<file path="config.mk">
export PLATFORM = sky130hd
export DESIGN_NAME = fetch_sequencer_flat
export DESIGN_NICKNAME = d
export VERILOG_FILES = /design/src/rtl/fetch_sequencer_if.sv /design/src/rtl/fetch_sequencer.sv /design/src/flat_wrapper.sv
export SDC_FILE = /design/constraint.sdc
export NUM_CORES = 1
export LEC_CHECK = 0
export BUFFER_PORTS_ARGS = -buffer_cell sky130_fd_sc_hd__buf_2
export CORE_MARGIN = 2
export CORE_UTILIZATION = 35
export DETAILED_ROUTE_END_ITERATION = 6
export GPL_ROUTABILITY_DRIVEN = 0
export PLACE_DENSITY = 0.62
export SLEW_MARGIN = 40
export SYNTH_ARGS = -nofsm -noshare
export SYNTH_HDL_FRONTEND = slang
export SYNTH_SLANG_ARGS = --single-unit
export TNS_END_PERCENT = 30
</file>
<file path="constraint.sdc">
create_clock -name clk -period 7.8 [get_ports clk]
set_input_delay 2.34 -clock clk [delete_from_list [all_inputs] [get_ports clk]]
set_output_delay 2.34 -clock clk [all_outputs]
set_load 0.01 [all_outputs]
</file>
<file path="src/rtl/fetch_sequencer_if.sv">
// Instruction-fetch bus bundle: memory-side req/gnt/rvalid port plus the
// decode-side instruction buffer port. master = fetch sequencer, slave = environment.
interface fetch_sequencer_if;
  logic        imem_req;
  logic [31:0] imem_addr;
  logic        imem_gnt;
  logic        imem_rvalid;
  logic [31:0] imem_rdata;
  logic        instr_valid;
  logic [31:0] instr;
  logic [31:0] instr_pc;
  logic        instr_ready;

  modport master (
    output imem_req, imem_addr,
    input  imem_gnt, imem_rvalid, imem_rdata,
    output instr_valid, instr, instr_pc,
    input  instr_ready
  );

  modport slave (
    input  imem_req, imem_addr,
    output imem_gnt, imem_rvalid, imem_rdata,
    input  instr_valid, instr, instr_pc,
    output instr_ready
  );
endinterface

</file>
<file path="src/rtl/fetch_sequencer.sv">
// RV32I fetch sequencer: owns the PC, issues credit-limited fetches and buffers
// returned words with their PC. Define FETCH_PERF_CNT_EN to add perf counters.
module fetch_sequencer #(
  parameter logic [31:0] RESET_PC   = 32'h0000_0000,
  parameter int          FIFO_DEPTH = 2,
  parameter int          MAX_OUTST  = 2
) (
  input  logic        clk,
  input  logic        reset,
  input  logic        fetch_en,
  input  logic        redirect_valid,
  input  logic [31:0] redirect_pc,
  output logic        misalign_err,
`ifdef FETCH_PERF_CNT_EN
  output logic [31:0] perf_fetched,
  output logic [31:0] perf_stall,
`endif
  fetch_sequencer_if.master bus
);
  localparam int               PTR_W       = $clog2(FIFO_DEPTH);
  localparam int               CNT_W       = $clog2(FIFO_DEPTH + MAX_OUTST + 1);
  localparam logic [CNT_W:0]   DEPTH_C     = (CNT_W + 1)'(FIFO_DEPTH);
  localparam logic [CNT_W-1:0] MAX_OUTST_C = CNT_W'(MAX_OUTST);

  typedef enum logic [1:0] {
    ST_BOOT = 2'd0,
    ST_IDLE = 2'd1,
    ST_RUN  = 2'd2
  } state_t;

  state_t            state_q, state_d;
  logic [31:0]       pc_q, pc_d;
  logic [31:0]       resp_pc_q, resp_pc_d;
  logic [CNT_W-1:0]  outst_q, outst_d;
  logic [CNT_W-1:0]  discard_q, discard_d;
  logic [CNT_W-1:0]  count_q, count_d;
  logic [PTR_W-1:0]  wr_ptr_q, wr_ptr_d;
  logic [PTR_W-1:0]  rd_ptr_q, rd_ptr_d;
  logic              misalign_q, misalign_d;
  logic [31:0]       fifo_instr_q [FIFO_DEPTH];
  logic [31:0]       fifo_pc_q    [FIFO_DEPTH];

  logic        credit_ok;
  logic        req;
  logic        issue;
  logic        push;
  logic        pop;
  logic        instr_valid;
  logic [31:0] redirect_aligned;

  assign redirect_aligned = {redirect_pc[31:2], 2'b00};
  assign instr_valid      = (count_q != '0);

  // ---------------- FSM: state register ----------------
  always_ff @(posedge clk) begin
    if (reset) state_q <= ST_BOOT;
    else       state_q <= state_d;
  end

  // ---------------- FSM: next state ----------------
  always_comb begin
    state_d = state_q;
    case (state_q)
      ST_BOOT: state_d = fetch_en ? ST_RUN : ST_IDLE;
      ST_IDLE: if (fetch_en)  state_d = ST_RUN;
      ST_RUN:  if (!fetch_en) state_d = ST_IDLE;
      default: state_d = ST_BOOT;
    endcase
  end

  // ---------------- FSM: outputs ----------------
  // Counting in-flight requests against free buffer slots means every
  // response that arrives is guaranteed a place to land.
  always_comb begin
    credit_ok = (({1'b0, outst_q} + {1'b0, count_q}) < DEPTH_C) &&
                (outst_q < MAX_OUTST_C);
    req = 1'b0;
    if ((state_q == ST_RUN) && !redirect_valid && credit_ok) req = 1'b1;
  end

  // ---------------- datapath next-state ----------------
  always_comb begin
    issue      = req && bus.imem_gnt;
    pop        = instr_valid && bus.instr_ready;
    push       = bus.imem_rvalid && !redirect_valid && (discard_q == '0);
    outst_d    = outst_q + CNT_W'(issue) - CNT_W'(bus.imem_rvalid);
    misalign_d = redirect_valid && (redirect_pc[1:0] != 2'b00);
    pc_d       = pc_q;
    resp_pc_d  = resp_pc_q;
    discard_d  = discard_q;
    count_d    = count_q;
    wr_ptr_d   = wr_ptr_q;
    rd_ptr_d   = rd_ptr_q;

    if (redirect_valid) begin
      // Everything still owed by memory after this edge is stale.
      pc_d      = redirect_aligned;
      resp_pc_d = redirect_aligned;
      discard_d = outst_d;
      count_d   = '0;
      wr_ptr_d  = '0;
      rd_ptr_d  = '0;
    end else begin
      if (issue) pc_d = pc_q + 32'd4;
      if (push) begin
        resp_pc_d = resp_pc_q + 32'd4;
        wr_ptr_d  = wr_ptr_q + PTR_W'(1);
      end else if (bus.imem_rvalid) begin
        discard_d = discard_q - CNT_W'(1);
      end
      if (pop) rd_ptr_d = rd_ptr_q + PTR_W'(1);
      count_d = count_q + CNT_W'(push) - CNT_W'(pop);
    end
  end

  // ---------------- control registers ----------------
  always_ff @(posedge clk) begin
    if (reset) begin
      pc_q       <= RESET_PC;
      resp_pc_q  <= RESET_PC;
      outst_q    <= '0;
      discard_q  <= '0;
      count_q    <= '0;
      wr_ptr_q   <= '0;
      rd_ptr_q   <= '0;
      misalign_q <= 1'b0;
    end else begin
      pc_q       <= pc_d;
      resp_pc_q  <= resp_pc_d;
      outst_q    <= outst_d;
      discard_q  <= discard_d;
      count_q    <= count_d;
      wr_ptr_q   <= wr_ptr_d;
      rd_ptr_q   <= rd_ptr_d;
      misalign_q <= misalign_d;
    end
  end

  // Buffer storage needs no reset: the head is masked while the count is zero.
  always_ff @(posedge clk) begin
    if (push) begin
      fifo_instr_q[wr_ptr_q] <= bus.imem_rdata;
      fifo_pc_q[wr_ptr_q]    <= resp_pc_q;
    end
  end

  // ---------------- outputs ----------------
  assign bus.imem_req    = req;
  assign bus.imem_addr   = pc_q;
  assign bus.instr_valid = instr_valid;
  assign bus.instr       = instr_valid ? fifo_instr_q[rd_ptr_q] : 32'h0;
  assign bus.instr_pc    = instr_valid ? fifo_pc_q[rd_ptr_q]    : 32'h0;
  assign misalign_err    = misalign_q;

`ifdef FETCH_PERF_CNT_EN
  logic [31:0] perf_fetched_q, perf_fetched_d;
  logic [31:0] perf_stall_q, perf_stall_d;

  always_comb begin
    perf_fetched_d = perf_fetched_q + (pop ? 32'd1 : 32'd0);
    perf_stall_d   = perf_stall_q +
                     (((state_q == ST_RUN) && !instr_valid && !redirect_valid) ? 32'd1 : 32'd0);
  end

  always_ff @(posedge clk) begin
    if (reset) begin
      perf_fetched_q <= 32'd0;
      perf_stall_q   <= 32'd0;
    end else begin
      perf_fetched_q <= perf_fetched_d;
      perf_stall_q   <= perf_stall_d;
    end
  end

  assign perf_fetched = perf_fetched_q;
  assign perf_stall   = perf_stall_q;
`endif

  // A response with nothing in flight means the memory side lost sync with us.
  a_no_orphan_rvalid: assert property (
    @(posedge clk) disable iff (reset) bus.imem_rvalid |-> (outst_q != '0)
  );

endmodule
</file>
<file path="src/flat_wrapper.sv">
// flat-port wrapper written by rule: the top's interface ports become plain ports
module fetch_sequencer_flat 
#(
  parameter logic [31:0] RESET_PC   = 32'h0000_0000,
  parameter int          FIFO_DEPTH = 2,
  parameter int          MAX_OUTST  = 2
)
  (clk, reset, fetch_en, redirect_valid, redirect_pc, misalign_err, bus_imem_req, bus_imem_addr, bus_imem_gnt, bus_imem_rvalid, bus_imem_rdata, bus_instr_valid, bus_instr, bus_instr_pc, bus_instr_ready);
  fetch_sequencer_if bus_i ();
  input  logic clk;
  input  logic reset;
  input  logic fetch_en;
  input  logic redirect_valid;
  input  logic [31:0] redirect_pc;
  output logic misalign_err;
  output wire logic [$bits(bus_i.imem_req)-1:0] bus_imem_req;
  output wire logic [$bits(bus_i.imem_addr)-1:0] bus_imem_addr;
  input wire logic [$bits(bus_i.imem_gnt)-1:0] bus_imem_gnt;
  input wire logic [$bits(bus_i.imem_rvalid)-1:0] bus_imem_rvalid;
  input wire logic [$bits(bus_i.imem_rdata)-1:0] bus_imem_rdata;
  output wire logic [$bits(bus_i.instr_valid)-1:0] bus_instr_valid;
  output wire logic [$bits(bus_i.instr)-1:0] bus_instr;
  output wire logic [$bits(bus_i.instr_pc)-1:0] bus_instr_pc;
  input wire logic [$bits(bus_i.instr_ready)-1:0] bus_instr_ready;
  assign bus_imem_req = bus_i.imem_req;
  assign bus_imem_addr = bus_i.imem_addr;
  assign bus_i.imem_gnt = bus_imem_gnt;
  assign bus_i.imem_rvalid = bus_imem_rvalid;
  assign bus_i.imem_rdata = bus_imem_rdata;
  assign bus_instr_valid = bus_i.instr_valid;
  assign bus_instr = bus_i.instr;
  assign bus_instr_pc = bus_i.instr_pc;
  assign bus_i.instr_ready = bus_instr_ready;
  fetch_sequencer #(.RESET_PC(RESET_PC), .FIFO_DEPTH(FIFO_DEPTH), .MAX_OUTST(MAX_OUTST)) u_core (.clk(clk), .reset(reset), .fetch_en(fetch_en), .redirect_valid(redirect_valid), .redirect_pc(redirect_pc), .misalign_err(misalign_err), .bus(bus_i));
endmodule
</file>
==> metrics.csv, run 1 <==
stage;metric;value;unit
status;status;completed;
drt;drc;0;
floorplan;fp.dieH;164;um
floorplan;io_pins;170;
sta;period_share;73.3;%
logic_synthesis;yosysWarnings;0;
logic_synthesis;ys_seq_area_share;58.6;%
drt;viasPerCell;4.90;
pwr;power.total;2.42;mW
placement;dp_worst_setup_slack;2080;ps
cts;clk_pin_slew_worst_paths;70;ps
layout;drive_above_1_share;24.1;%
layout;layout_common_cells;buf_2 (164), edfxtp_1 (124), nor2_1 (84);
global_routing;grt_max_degree;66;
worst_setup_path;cpMostUsedCell;buf_2;
worst_setup_path;slowest_delay;420;ps
cts;cts_made_buffers;17;
global_routing;grt_pass1_vias;5835;
sta;fmax;175;MHz
cts;clock-sinks;199;
logic_synthesis;postSynthAreaPerCell;11.7;um^2
cts;htree_num_levels;4;
layout;antennaDiodeCount;0;
drt;wl;20.2;mm
sta;max_slew_margin;49.6;%
sta;finalCriticalPeriod;5710;ps
sta;tightest_slew;755;ps
sta;rsz0062_at_grt;no;
floorplan;start_util;35.5;%
drt;wl_met2;8.80;mm
global_routing;grt_usage;15.2;%
drt;vias;6172;
cts;clk_latency;430;ps
placement;placed_area;0.0101;mm^2
pwr;p_leak;4.00;nW
floorplan;die-area;0.0268;mm^2
global_routing;grt_pass1_wl;31.4;mm
cts;clockRootBuffer;clkbuf_16;
layout;final_common_cell;buf_2;
sta;skew;12.6;ps
layout;stdcell_area;0.0107;mm^2
placement;dp_cells;1228;
sta;hold_slack;492;ps
worst_setup_path;worstPathCellList;buf_2, inv_1, buf_4, o2111ai_1, nor2_1, buf_2;
floorplan;die_w;164;um
sta;maxSlewViolCount;0;
sta;fin_ws;2090;ps
pwr;ir_drop;146;uV
drt;routedWlPerCell;16.0;um
layout;post-route-util;42.5;%
placement;portBuffers;165;
drt;drt_iter0_drc;330;
sta;setup_viol;0;
floorplan;core_area;0.0251;mm^2
cts;ctsResizeCount;0;
worst_setup_path;arrival;3370;ps
sta;tns;0;ps
drt;top_layer;met4;
logic_synthesis;synth_flop_cell;edfxtp_1;
worst_setup_path;critPathMaxFanout;48;
placement;dp_hpwl;14.0;mm
cts;cts_tree;yes;
global_routing;gr-total-overflow;0;
floorplan;core.rowCount;58;
run;max_cap_viol_count;0;
cts;post_cts_buffers;0;
worst_setup_path;required;5460;ps
layout;final_cells;1260;
drt;met1_length;10.0;mm
drt;drt_first_pass_iters;7;
logic_synthesis;ys_types;59;
layout;nets;1002;
logic_synthesis;synth_edf_count;124;
cts;cts.path.max_buffers;2;
sta;hold_violations;0;
logic_synthesis;synthCells;763;
worst_setup_path;worst-path-buf-inv;4;
drt;wl_met3;1.28;mm
logic_synthesis;async_flop_share;0;%
logic_synthesis;syn_area;0.00892;mm^2
pwr;power.density;227;mW/mm^2
worst_setup_path;criticalPathCategory;in2out;
logic_synthesis;ys_ff_latch;199;
worst_setup_path;critPathCaptureType;output port;
global_routing;antenna_found_initial;0;
worst_setup_path;cp_slowest_cell;buf_4;
cts;postCtsHoldBufs;0;
worst_setup_path;path_delay_family;buffers and inverters;
hold_path;hold_class;reg2reg;
worst_setup_path;start_kind;primary input;
layout;syn_to_final_growth;19.7;%
drt;ant_nets;0;
## synthesized netlist by cell type (21+ instances only)
| library cell | number | share of area (%) |
|---|---|---|
| xnor2_1 | 29 | 2.8 |
| nand2_1 | 21 | 0.88 |
| mux2i_1 | 64 | 7.2 |
| edfxtp_1 | 124 | 42 |
| inv_1 | 48 | 2.0 |
| a21boi_0 | 27 | 2.3 |
| clkbuf_1 | 21 | 0.88 |
| nor3_1 | 31 | 1.7 |
| nor2_1 | 84 | 3.5 |
| nand3_1 | 22 | 1.2 |
| dfxtp_1 | 75 | 17 |
| a21oi_1 | 38 | 2.1 |
## state kept, by name, indices dropped and copies added (netlist names), named ones only
name / count
u_core.count_q: 3
u_core.resp_pc_q: 30
u_core.wr_ptr_q: 1
u_core.bus.imem_addr: 30
u_core.state_q: 2
u_core.fifo_pc_q: 60
u_core.fifo_instr_q: 64
u_core.discard_q: 3
u_core.rd_ptr_q: 1
u_core.outst_q: 3
u_core.misalign_err: 1
## final timing paths
path | end | slack (ps) | from | depth (start not counted)
max | bus_imem_req | 2090 | redirect_valid | 6
min | u_core.fifo_pc_q[0][31]$_DFFE_PP_ | 490 | u_core.resp_pc_q[31]$_SDFFE_PP0P_ | 0
max reg2reg | u_core.bus.imem_addr[15]$_SDFFE_PP0P_ | 4830 | u_core.count_q[1]$_SDFF_PP0_ | 6
min reg2reg | u_core.fifo_pc_q[0][31]$_DFFE_PP_ | 490 | u_core.resp_pc_q[31]$_SDFFE_PP0P_ | 0
## logic make-up after synthesis
family	synth area share (%)
other	0.0420
AO/OA/AOI/OAI	9.09
XOR/XNOR	4.42
AND/OR/NAND/NOR	14.2
buffers and inverters	4.26
multiplexers	7.18
flip-flops	58.6
adder cells (fa/ha/maj)	2.22
## layer usage
layer	up-vias	global-route usage (%)
met5	-	0
met4	0	3.35
met3	10	3.50
met2	214	23.0
met1	2869	22.1
li1	3079	-
## layout make-up
type | count | area (um^2)
well taps | 330 | 413
flip-flops and latches | 199 | 5230
inverters | 48 | 180
repair buffers | 172 | 910
clock buffers | 17 | 425
clock inverters | 15 | 184
fillers | 2413 | 14400
multi-input cells | 479 | 3340
## power by group
part           switching [mW]  internal [mW]  total [mW]
logic                   0.184          0.120       0.304
clock network           0.449          0.443       0.891
registers              0.0466           1.18        1.22
Power figures use the tool's default switching activity.
==> run 2: changes to the inputs <==
- ABC_AREA: unset -> 1
- PLACE_DENSITY: 0.62 -> 0.61
- clock period: 7.8 -> 5.14 ns (I/O delays scaled with it)
==> metrics.csv, run 2 <==
stage;metric;value;unit;change
global_routing;grt_busiest_layer;met2;;unchanged
floorplan;start_util;35.6;%;was 35.5%
sta;setup_viol;0;;unchanged
layout;reg_top3;u_core.fifo_instr_q: 64 flops, u_core.fifo_pc_q: 60 flops;;unchanged
pwr;ir_drop;184;uV;was 146 uV
layout;layout.area.seq;0.00523;mm^2;about the same
global_routing;use_met2;25.4;%;was 23.0%
layout;syn_to_final_growth;17.9;%;was 19.7%
sta;max_slew_margin;51.3;%;was 49.6%
logic_synthesis;yosysWarnings;0;;unchanged
worst_setup_path;r2r_cells;14;;was 6
logic_synthesis;synth_flop_cell;edfxtp_1;;unchanged
hold_path;holdPathStages;1;;was 0
floorplan;io_pins;170;;unchanged
layout;drive_above_1_share;23.0;%;was 24.1%
layout;regMostFlops;u_core.fifo_instr_q;;unchanged
sta;finalCriticalPeriod;3680;ps;
global_routing;met3_usage;3.47;%;was 3.50%
logic_synthesis;synth.largest_area_cell;edfxtp_1;;unchanged
floorplan;core.rowCount;61;;was 58
layout;layout_common_cells;nand2_1 (321), buf_2 (165), inv_1 (148);;was buf_2 (164), edfxtp_1 (124), nor2_1 (84)
drt;ant_nets;0;;unchanged
worst_setup_path;critPathCaptureType;output port;;unchanged
logic_synthesis;async_flop_share;0;%;unchanged
drt;vias;7912;;was 6172
worst_setup_path;required;3600;ps;was 5460 ps
layout;nets;1374;;was 1002
cts;ctsResizeCount;0;;unchanged
pwr;p_leak;5.17;nW;was 4.00 nW
cts;clockRootBuffer;clkbuf_16;;unchanged
sta;tightest_slew;730;ps;was 755 ps
run;max_cap_viol_count;0;;unchanged
sta;maxSlewViolCount;0;;unchanged
placement;dp_cells;1648;;was 1228
status;status;completed;;unchanged
global_routing;grt_usage;16.6;%;was 15.2%
layout;final_common_cell;nand2_1;;was buf_2
worst_setup_path;rrSetupSlack;1990;ps;was 4830 ps
drt;wl;24.9;mm;was 20.2 mm
logic_synthesis;synthCells;1133;;was 763
floorplan;core_area;0.0279;mm^2;was 0.0251 mm^2
hold_path;hold_class;reg2reg;;unchanged
sta;hold_violations;0;;unchanged
worst_setup_path;start_kind;primary input;;unchanged
cts;cts_tree;yes;;unchanged
sta;tns;0;ps;unchanged
cts;htree_num_levels;4;;unchanged
layout;largest_reg_flops;64;;unchanged
worst_setup_path;r2r-start;u_core.count_q[1]$_SDFF_PP0_;;unchanged
global_routing;gr-total-overflow;0;;unchanged
logic_synthesis;ys_ff_latch;199;;unchanged
logic_synthesis;postSynthAreaPerCell;8.79;um^2;was 11.7 um^2
global_routing;grt_max_degree;63;;was 66
drt;routedWlPerCell;14.8;um;was 16.0 um
global_routing;grt_util_met1;24.1;%;was 22.1%
logic_synthesis;syn_area;0.00996;mm^2;was 0.00892 mm^2
sta;period_share;71.6;%;
global_routing;grt_pass1_wl;39.3;mm;was 31.4 mm
cts;cts.path.max_buffers;2;;unchanged
floorplan;fp.dieH;173;um;was 164 um
hold_path;hold_start;u_core.rd_ptr_q$_SDFFE_PP0P_;;was u_core.resp_pc_q[31]$_SDFFE_PP0P_
layout;multi_input_area;0.00394;mm^2;was 0.00334 mm^2
logic_synthesis;synth_top_area_share;37.4;%;was 41.7%
placement;portBuffers;165;;unchanged
logic_synthesis;synth.top_cells.by_area;edfxtp_1 (37%), dfxtp_1 (15%), nand2_1 (12%);;was edfxtp_1 (42%), dfxtp_1 (17%), mux2i_1 (7.2%)
global_routing;grt_pass1_vias;7428;;was 5835
layout;fillers;2781;;was 2413
sta;rsz0062_at_grt;no;;unchanged
cts;clock-sinks;199;;unchanged
logic_synthesis;ys_seq_area_share;52.5;%;was 58.6%
sta;skew;9.42;ps;was 12.6 ps
drt;drt_iter0_drc;687;;was 330
floorplan;die_w;173;um;was 164 um
worst_setup_path;arrival;2140;ps;was 3370 ps
sta;fmax;272;MHz;
logic_synthesis;synth_edf_count;124;;unchanged
layout;antennaDiodeCount;0;;unchanged
drt;drt_first_pass_iters;5;;was 7
global_routing;antenna_found_initial;0;;unchanged
worst_setup_path;critPathMaxFanout;2;;was 48
cts;post_cts_buffers;0;;unchanged
cts;postCtsHoldBufs;0;;unchanged
cts;clk_pin_slew_worst_paths;80;ps;was 70 ps
worst_setup_path;reg2reg_to;u_core.discard_q[2]$_SDFFE_PP0P_;;was u_core.bus.imem_addr[15]$_SDFFE_PP0P_
logic_synthesis;ys_types;44;;was 59
pwr;power.density;312;mW/mm^2;was 227 mW/mm^2
drt;viasPerCell;4.71;;was 4.90
logic_synthesis;yosys.cell_count.top_type;nand2_1;;was edfxtp_1
cts;cts_made_buffers;17;;unchanged
drt;drc;0;;unchanged
layout;final_cells;1680;;was 1260
floorplan;die-area;0.0298;mm^2;was 0.0268 mm^2
logic_synthesis;synth_common_cells;nand2_1 (321), inv_1 (148), edfxtp_1 (124);;was edfxtp_1 (124), nor2_1 (84), dfxtp_1 (75)
cts;clk_latency;430;ps;about the same
worst_setup_path;criticalPathCategory;in2out;;unchanged
placement;dp_hpwl;17.7;mm;was 14.0 mm
==> run 2: changes by cell type in the layout (fill, tap and decap cells not counted), sizes merged, moves of 31 or more <==
cell and change:
nand3 +47, inv +101, mux2 +62, nor2 +40, nand2 +301, o21ai +31, mux2i -64
==> run 2: cell type report <==
class / instances / area share (%)
clock buffers: 17 / 3.62
clock inverters: 15 / 1.44
inverters: 156 / 5.02
multi-input cells: 741 / 33.6
flip-flops and latches: 199 / 44.5
well taps: 378 / 4.03
repair buffers: 174 / 7.78
==> run 2: worst max path at each step <==
stage                            startpoint  slack [ps]                                   to  cells past startpoint
3_5_place_dp                 redirect_valid        1430     u_core.discard_q[2]$_SDFFE_PP0P_                     12
4_1_cts                           flip-flop        1420                     bus_instr_pc[15]                      5
5_1_grt        u_core.count_q[1]$_SDFF_PP0_        1270                        bus_instr[20]                      6
2_1_floorplan                redirect_valid         100  u_core.fifo_instr_q[1][0]$_DFFE_PP_                      4
3_3_place_gp                 redirect_valid        1410                         bus_imem_req                      7
6_report                     redirect_valid        1460                         bus_imem_req                      7
==> run 2: logic make-up after synthesis <==
kind of cell    after synthesis  synth area share (%)
buf+inv                     196                  8.21
fa+ha+maj                    14                  1.99
simple gates                541                  23.0
other cells                   1                0.0377
compound gates              106                  6.02
mux                          62                  7.01
xor+xnor                     14                  1.23
flops                       199                  52.5
==> run 2: critical path: stages <==
cell and delay [ps]:
buf_2 100, nor2_1 90, nand2_1 80, nor2_4 110, nand2_1 60, inv_1 40, buf_2 110
==> run 2: routing by layer <==
layer,wire [um],up-vias
li1,-,3986
met1,11900,3607
met2,10900,309
met3,1910,10
met4,140,0
met5,0,-
==> run 2: where the power goes <==
part	internal (mW)	switching, mW
clock	0.657	0.676
sequential	1.78	0.0681
combinational	0.184	0.296
==> run 2: stage by stage <==
stage / setup WS (ps) / power, mW / hold WS [ps] / area [um^2] / util, %
after floorplan: 97.2 / 2.19 / 426 / 9970 / -
after global placement: 1410 / 2.36 / 434 / 11100 / 39.9
after detailed placement: 1430 / 2.37 / 434 / 11100 / 39.9
after CTS: 1420 / 3.70 / 447 / 11700 / 42.0
after global routing: 1270 / 3.83 / 468 / 11700 / 42.0
final: 1460 / 3.66 / 453 / 11700 / 42.0
==> run 3: changes to the inputs <==
- ABC_AREA: 1 -> 0
- PLACE_DENSITY: 0.61 -> 0.6
- clock period: 5.14 -> 3.5 ns (I/O delays scaled with it)
==> metrics.csv, run 3 (same netlist as run 1, synthesis figures left out) <==
stage;metric;value;unit;change
drt;drc;0;;unchanged
placement;dp_cells;1233;;was 1648
sta;period_share;96.4;%;
floorplan;die-area;0.0268;mm^2;was 0.0298 mm^2
worst_setup_path;worstPathCellList;inv_1, fa_1, a311o_1, a21bo_2, nor2_1, buf_2;;was buf_2, nor2_1, nand2_1, nor2_4, nand2_1, inv_1, buf_2
status;status;completed;;unchanged
layout;final_cells;1265;;was 1680
global_routing;grt_pass1_wl;31.6;mm;was 39.3 mm
pwr;p_leak;4.02;nW;was 5.17 nW
floorplan;io_pins;170;;unchanged
drt;routedWlPerCell;16.3;um;was 14.8 um
cts;clock-sinks;199;;unchanged
cts;clockRootBuffer;clkbuf_16;;unchanged
drt;ant_nets;0;;unchanged
layout;nets;1007;;was 1374
cts;postCtsHoldBufs;0;;unchanged
sta;tns;0;ps;unchanged
worst_setup_path;slowest_delay;490;ps;was 110 ps
cts;cts_tree;yes;;unchanged
sta;max_slew_margin;45.2;%;was 51.3%
worst_setup_path;critPathMaxFanout;6;;was 2
floorplan;start_util;35.5;%;was 35.6%
worst_setup_path;start_kind;flip-flop;;was primary input
layout;regMostFlops;u_core.fifo_instr_q;;unchanged
sta;setup_viol;0;;unchanged
drt;drt_iter0_drc;300;;was 687
layout;multi_input_area;0.00334;mm^2;was 0.00394 mm^2
layout;layout.area.seq;0.00523;mm^2;about the same
worst_setup_path;criticalPathCategory;reg2out;;was in2out
cts;cts_made_buffers;17;;unchanged
global_routing;antenna_found_initial;0;;unchanged
floorplan;die_w;164;um;was 173 um
run;max_cap_viol_count;0;;unchanged
worst_setup_path;worst-path-buf-inv;2;;was 3
cts;htree_num_levels;4;;unchanged
global_routing;grt_max_degree;63;;unchanged
worst_setup_path;rrSetupSlack;660;ps;was 1990 ps
drt;wl;20.6;mm;was 24.9 mm
layout;layout_common_cells;buf_2 (165), edfxtp_1 (124), nor2_1 (84);;was nand2_1 (321), buf_2 (165), inv_1 (148)
pwr;ir_drop;298;uV;was 184 uV
layout;syn_to_final_growth;20.2;%;was 17.9%
placement;dp_hpwl;14.5;mm;was 17.7 mm
global_routing;gr-total-overflow;0;;unchanged
sta;hold_violations;0;;unchanged
global_routing;grt_usage;15.4;%;was 16.6%
cts;clk_latency;430;ps;about the same
worst_setup_path;critPathCaptureType;output port;;unchanged
layout;fillers;2428;;was 2781
hold_path;hold_class;reg2reg;;unchanged
cts;clk_pin_slew_worst_paths;80;ps;about the same
sta;tightest_slew;823;ps;was 730 ps
floorplan;fp.dieH;164;um;was 173 um
sta;skew;11.2;ps;was 9.42 ps
layout;final_common_cell;buf_2;;was nand2_1
sta;finalCriticalPeriod;3370;ps;
sta;rsz0062_at_grt;no;;unchanged
sta;maxSlewViolCount;0;;unchanged
global_routing;grt_pass1_vias;5833;;was 7428
layout;drive_above_1_share;24.6;%;was 23.0%
cts;cts.path.max_buffers;2;;unchanged
worst_setup_path;required;2450;ps;was 3600 ps
layout;reg_top3;u_core.fifo_instr_q: 64 flops, u_core.fifo_pc_q: 60 flops;;unchanged
worst_setup_path;arrival;2320;ps;was 2140 ps
sta;fmax;296;MHz;
layout;antennaDiodeCount;0;;unchanged
layout;largest_reg_flops;64;;unchanged
floorplan;core.rowCount;58;;was 61
worst_setup_path;cp_slowest_cell;fa_1;;was nor2_4
drt;drt_first_pass_iters;5;;unchanged
floorplan;core_area;0.0251;mm^2;was 0.0279 mm^2
placement;portBuffers;165;;unchanged
pwr;power.density;501;mW/mm^2;was 312 mW/mm^2
drt;vias;6217;;was 7912
drt;viasPerCell;4.91;;was 4.71
worst_setup_path;path_delay_family;compound AO/OA/AOI/OAI gates;;was simple AND/OR/NAND/NOR gates
==> run 3: path summary, 6_finish.rpt <==
path                                                   startpoint  cells after the start                           endpoint
worst max-delay path                 u_core.count_q[1]$_SDFF_PP0_                      6                       bus_imem_req
worst min-delay path            u_core.resp_pc_q[26]$_SDFFE_PP0P_                      0  u_core.fifo_pc_q[0][26]$_DFFE_PP_
worst min register to register  u_core.resp_pc_q[26]$_SDFFE_PP0P_                      0  u_core.fifo_pc_q[0][26]$_DFFE_PP_
worst max register to register       u_core.count_q[1]$_SDFF_PP0_                      9   u_core.discard_q[1]$_SDFFE_PP0P_
==> run 3: repair_timing <==
item                       4_1_cts  5_1_grt
gates resized for setup          1        0
buffers inserted                 0        0
setup endpoints to repair        1        0
==> run 3: report_power, final <==
group	total [mW]	switching, mW	internal (mW)
Sequential	2.73	0.108	2.63
Combinational	0.698	0.413	0.285
Clock	1.94	0.976	0.968
==> run 3: layout make-up <==
type                    count  area share [%]
flip-flops and latches    199            48.8
multi-input cells         479            31.2
repair buffers            177            9.01
clock buffers              17            3.97
well taps                 330            3.85
inverters                  48            1.68
clock inverters            15            1.54
==> run 3: through the flow <==
step	util, %	power, mW	setup slack, ps	hold WS (ps)	cell area (um^2)
final	42.7	5.38	126	522	10700
after detailed placement	40.4	3.50	470	493	10100
after global placement	40.4	3.48	485	484	10100
after floorplan	-	3.21	21.8	440	8960
after global routing	42.7	5.62	6.15	532	10700
after CTS	42.7	5.44	92.2	513	10700
==> run 3: metal layers <==
| metal | part of all wire, % | global-route usage, % | vias up |
|---|---|---|---|
| met2 | 45 | 23.9 | 191 |
| met5 | 0 | 0 | - |
| met4 | 0.97 | 3.95 | 0 |
| met3 | 6.1 | 3.05 | 12 |
| li1 | - | - | 3081 |
| met1 | 48 | 22.0 | 2933 |
